## config.mk

```make
export PLATFORM = sky130hd
export DESIGN_NAME = decode_stage
export DESIGN_NICKNAME = d
export VERILOG_FILES = /design/src/rtl/decode_stage.sv
export SDC_FILE = /design/constraint.sdc
export NUM_CORES = 2
export LEC_CHECK = 0
export BUFFER_PORTS_ARGS = -buffer_cell sky130_fd_sc_hd__buf_2
export CAP_MARGIN = 20
export CORE_MARGIN = 3
export CORE_UTILIZATION = 60
export CTS_CLUSTER_SIZE = 10
export DETAILED_ROUTE_END_ITERATION = 16
export GPL_ROUTABILITY_DRIVEN = 0
export PLACE_DENSITY = 0.76
export SLEW_MARGIN = 40
export SYNTH_ARGS = -nofsm -noshare
export SYNTH_HDL_FRONTEND = slang
export SYNTH_SLANG_ARGS = --single-unit
```

## constraint.sdc

```tcl
create_clock -name clock -period 6.6 [get_ports clock]
set_input_delay 0.33 -clock clock [delete_from_list [all_inputs] [get_ports clock]]
set_output_delay 0.33 -clock clock [all_outputs]
set_load 0.02 [all_outputs]
```

## src/rtl/decode_stage.sv

```systemverilog
// decode_stage: consumer end of the IF_ID pipeline interface.
// Decodes the fetched instruction, reads a 32x32 register file with
// write-back bypass, detects load-use hazards and drives the registered
// ID_EX word toward execute under a valid/ready handshake.
//
// Ports:
//   clock        rising-edge clock
//   reset        synchronous, active-low reset
//   IF_ID        {pc[63:32], instruction[31:0]} from fetch
//   if_valid     IF_ID holds a valid instruction
//   if_ready     decode accepts IF_ID this cycle (combinational)
//   wb_en        register write-back enable
//   wb_addr      write-back register index
//   wb_data      write-back data
//   ex_ready     execute accepts ID_EX this cycle
//   ID_EX        registered decoded word (pc, rs1_val, rs2_val, imm, rd,
//                funct3, opcode, is_load from LSB to MSB)
//   id_valid     ID_EX holds a valid decoded instruction
//   stall_count  load-use bubble cycles inserted since reset (wraps)
module decode_stage #(
  parameter int unsigned NREGS       = 32,
  parameter logic [6:0]  LOAD_OPCODE = 7'b0000011,
  parameter int unsigned PC_W        = 32
) (
  input  logic          clock,
  input  logic          reset,
  input  logic [63:0]   IF_ID,
  input  logic          if_valid,
  output logic          if_ready,
  input  logic          wb_en,
  input  logic [4:0]    wb_addr,
  input  logic [31:0]   wb_data,
  input  logic          ex_ready,
  output logic [143:0]  ID_EX,
  output logic          id_valid,
  output logic [31:0]   stall_count
);

  logic [31:0]     regs_q [NREGS];
  logic [31:0]     regs_d [NREGS];
  logic [143:0]    id_ex_q, id_ex_d;
  logic            id_valid_q, id_valid_d;
  logic [31:0]     stall_count_q, stall_count_d;

  logic [31:0]     instr;
  logic [PC_W-1:0] pc;
  logic [6:0]      opcode;
  logic [4:0]      rd, rs1, rs2;
  logic [2:0]      funct3;
  logic [31:0]     imm;
  logic            is_load;
  logic [31:0]     rs1_val, rs2_val;
  logic            wb_write;
  logic            hazard, advance, accept;

  assign instr   = IF_ID[31:0];
  assign pc      = IF_ID[32 +: PC_W];
  assign opcode  = instr[6:0];
  assign rd      = instr[11:7];
  assign funct3  = instr[14:12];
  assign rs1     = instr[19:15];
  assign rs2     = instr[24:20];
  assign imm     = {{20{instr[31]}}, instr[31:20]};
  assign is_load = (opcode == LOAD_OPCODE);

  assign wb_write = wb_en && (wb_addr != '0);

  // x0 is never written, so regs_q[0] stays zero; the explicit zero check
  // keeps a same-cycle write to x0 from leaking through the bypass.
  always_comb begin
    rs1_val = '0;
    rs2_val = '0;
    if (rs1 != '0) rs1_val = (wb_write && wb_addr == rs1) ? wb_data : regs_q[rs1];
    if (rs2 != '0) rs2_val = (wb_write && wb_addr == rs2) ? wb_data : regs_q[rs2];
  end

  // Hazard looks at the current IF_ID regardless of if_valid; if_valid only
  // gates the transfer and the bubble count.
  assign hazard   = id_valid_q && id_ex_q[143] && (id_ex_q[132:128] != '0) &&
                    ((id_ex_q[132:128] == rs1) || (id_ex_q[132:128] == rs2));
  assign advance  = !id_valid_q || ex_ready;
  assign if_ready = advance && !hazard;
  assign accept   = if_valid && if_ready;

  always_comb begin
    regs_d = regs_q;
    if (wb_write) regs_d[wb_addr] = wb_data;
  end

  always_comb begin
    id_ex_d       = id_ex_q;
    id_valid_d    = id_valid_q;
    stall_count_d = stall_count_q;
    if (advance) begin
      id_valid_d = 1'b0;
      if (accept) begin
        id_ex_d    = {is_load, opcode, funct3, rd, imm, rs2_val, rs1_val, pc};
        id_valid_d = 1'b1;
      end else if (if_valid && hazard) begin
        stall_count_d = stall_count_q + 32'd1;
      end
    end
  end

  always_ff @(posedge clock) begin
    if (!reset) begin
      regs_q        <= '{default: '0};
      id_ex_q       <= '0;
      id_valid_q    <= 1'b0;
      stall_count_q <= '0;
    end else begin
      regs_q        <= regs_d;
      id_ex_q       <= id_ex_d;
      id_valid_q    <= id_valid_d;
      stall_count_q <= stall_count_d;
    end
  end

  assign ID_EX       = id_ex_q;
  assign id_valid    = id_valid_q;
  assign stall_count = stall_count_q;

endmodule

```

==> results.md <==
* Num CTS Buffers at 138
* Crit end category: register
* Final Slew Violations at 0
* Mapped Cells at between 6000 and 7000
* Post-synth EDFFs at 0
* VDD IR max at about 0.00018 V
* Async SR Flop Fraction at 0%
* # Max-Cap Violations at 0
* Postcts setup bufs at 0
* First-pass DRT Iterations at 8
* Largest net degree at the start of global routing at between 150 and 200
* Synth top area cells: dfxtp_1 41%, mux4_2 18%, nand2_1 14%
* Power Density at about 240 nW/µm²
* Avg Cell Area, Syn at 8.76 µm²
* Clk slew on worst S/H paths at around 60 ps
* Status: finished clean
* Vias in the first global route at 52300
* Post-Synthesis Cell Area at a little under 60000 µm²
* Initial antenna violation count at 28
* Top-count cell post-synth: nand2_1
* Post-synth cell types at 58
* Die area at 100000 µm²
* Clock buffer depth at 3
* Cell Rows at roughly 110
* Syn_nets at 6719
* WS Path Type: register to register
* Number of top-level pins at 284
* CTS tree: done
* Startpoint Class: register
* RSZ-0062 raised after global routing: no
* Vias per cell at 7.06
* Wire per inst at 29.1 µm
* Yosys Warn Count at 0
* Fin Setup TNS at 0 ps
* Synthesized flop and latch total at 1181
* Final period utilization at 54.3%
* Yosys top cell area share at around two fifths
* Sequential Power Share at 46.9%
* Worst min-delay path class: input port to register
* Worst-margin pin slew at 952 ps
* Layout area overhead at 10.7%
* Drt initial violations at just under 10000
* Main synth FF type: dfxtp_1
* Drt total wl at 227 mm
* Area leader, netlist: dfxtp_1
* Worst skew pair latency at 760 ps
* Routed Antenna Nets at 0
* Switch share at 25.5%
* Max Fclk at 279 MHz
* Sw Pwr at 3970 µW
* Core footprint at ~95000 µm²
* Design area at ~64000 µm²
* Chip Width at 317 µm
* First-pass GRT wire length at 332 mm
* Clock root buffer: clkbuf_16
* Clk sink count at about 1200
* Leak pwr at 0.0216 µW
* Htree depth at 4
* Grt ovf at 0
* Share of cells above drive strength 1 at 17.6%
* Hpwl dp at 132 mm
* Vert. Die Dim at 317 µm
* Vias at 55200
* Clock network power share at 44.5%
* Setup violators final at 0
* GRT Resource Usage Total at 44.4%
* Most instantiated cells after synthesis: 2223 x nand2_1, 1181 x dfxtp_1, 1173 x a21oi_1, 517 x clkbuf_1, 463 x mux4_2
* Int Power at around 12000 µW
* Combinational group share of total power at under 10%
* Initial Utilization at between 60% and 70%
* Post-synthesis sequential area ratio at 40.8%
* Final net count at 6613
* Final Hold Fails at 0
* PortBufs at about 280
* Worst Path Arrival at 4230 ps
* DP Worst Slack at between 2000 and 3000 ps
* Critical path required time at a little over 7000 ps
* DRC Markers at 0
* Fin crit period at 3580 ps
* Skew final at between 30 and 40 ps
* Cell Area, Placed at 59500 µm²
* Slew headroom at 36.4%
* Final worst slack at just over 3000 ps
* Peak fanout along the critical path at 66
==> worst max-delay path: stages (launching register included) <==
cell and delay, ps:
dfxtp_1 350, or4_1 550, o211a_1 480, a21oi_4 350, buf_4 600, buf_4 690
nand2_1 180, a21oi_1 190
==> flip-flops by register name (all words and copies together) (netlist names) <==
| register | cells |
|---|---|
| regs_q | 1024 |
| id_valid | 1 |
| stall_count | 32 |
| ID_EX | 124 |
==> cell families (layout without fill, tap and decap cells) <==
group,after synthesis,after routing,synth area share (%)
compound gates,1455,1455,14.0
xor+xnor,23,23,0.348
fa+ha+maj,1,1,0.0216
buf+inv,722,650,5.23
flops,1181,1181,40.8
mux,720,720,22.5
other cells,0,17,0
simple gates,2510,2510,17.1
==> through the flow <==
stage | utilization (%) | cells | total power (µW) | hold slack, ps
3_3_place_gp | 62.1 | 7562 | 8640 | 439
6_report | 67.2 | 7822 | 15500 | 27.8
4_1_cts | 66.9 | 7796 | 15400 | 0.663
2_1_floorplan | - | 6612 | 8260 | 443
5_1_grt | 67.2 | 7811 | 15800 | 37.9
3_5_place_dp | 62.3 | 7567 | 8670 | 443
==> final cells by class <==
type	count	area, µm²
multi-input combinational	4709	31700
fill	7360	31300
sequential	1181	23600
clock buffer	166	3760
timing repair buffer	461	3230
tap	1265	1580
clock inverter	8	81.3
inverter	15	63.8
antenna	17	42.5
==> cell usage in the layout (no fill, tap or decap), types with 9 or more instances in the layout <==
master and n:
buf_4 93, a21oi_1 1172, and3_1 14, o221ai_1 41, inv_1 14, a221oi_1 30, dlygate4sd3_1 55, buf_6 17
nor2_1 15, mux2i_1 226, xnor2_1 19, a22oi_1 51, dfxtp_1 1181, or4_1 11, clkbuf_16 145, and2_1 38
nor3_1 16, mux4_2 463, o21ai_0 25, nand4_1 9, nor2_4 32, nand2_2 24, clkbuf_1 16, o211ai_1 35
nand2_1 2191, a311oi_1 15, diode_2 17, mux2_2 31, nand3_1 92, or3_1 20, buf_2 277, o22ai_1 40
==> routing by layer <==
layer	global-route usage (%)	share of wire, %
met1	54.1	33
met2	63.4	42
met3	18.1	17
met4	32.6	8.8
met5	0.870	0.13
==> what timing repair did <==
| item | CTS | global route |
|---|---|---|
| hold buffers | 55 | 0 |
| resized for setup | 0 | 0 |
| hold endpoints to repair | 56 | 0 |
==> power groups by stage <==
stage          registers [µW]  logic (µW)  clock network [µW]
2_1_floorplan            7440         817                   0
3_3_place_gp             7420        1220                   0
3_5_place_dp             7420        1250                   0
4_1_cts                  7270        1270                6880
5_1_grt                  7280        1370                7170
6_report                 7280        1340                6910
==> path summary, 6_finish.rpt <==
check / start / end / slack (ps) / cells past startpoint
worst max-delay path: ID_EX[129] / ID_EX[23] / 3020 / 7
worst min register to register: ID_EX[25] / ID_EX[25] / 450 / 2
worst min-delay path: IF_ID[22] / ID_EX[98] / 30 / 3
worst max register to register: ID_EX[129] / ID_EX[23] / 3020 / 7
Note: power is estimated with default switching activity, not from simulation.
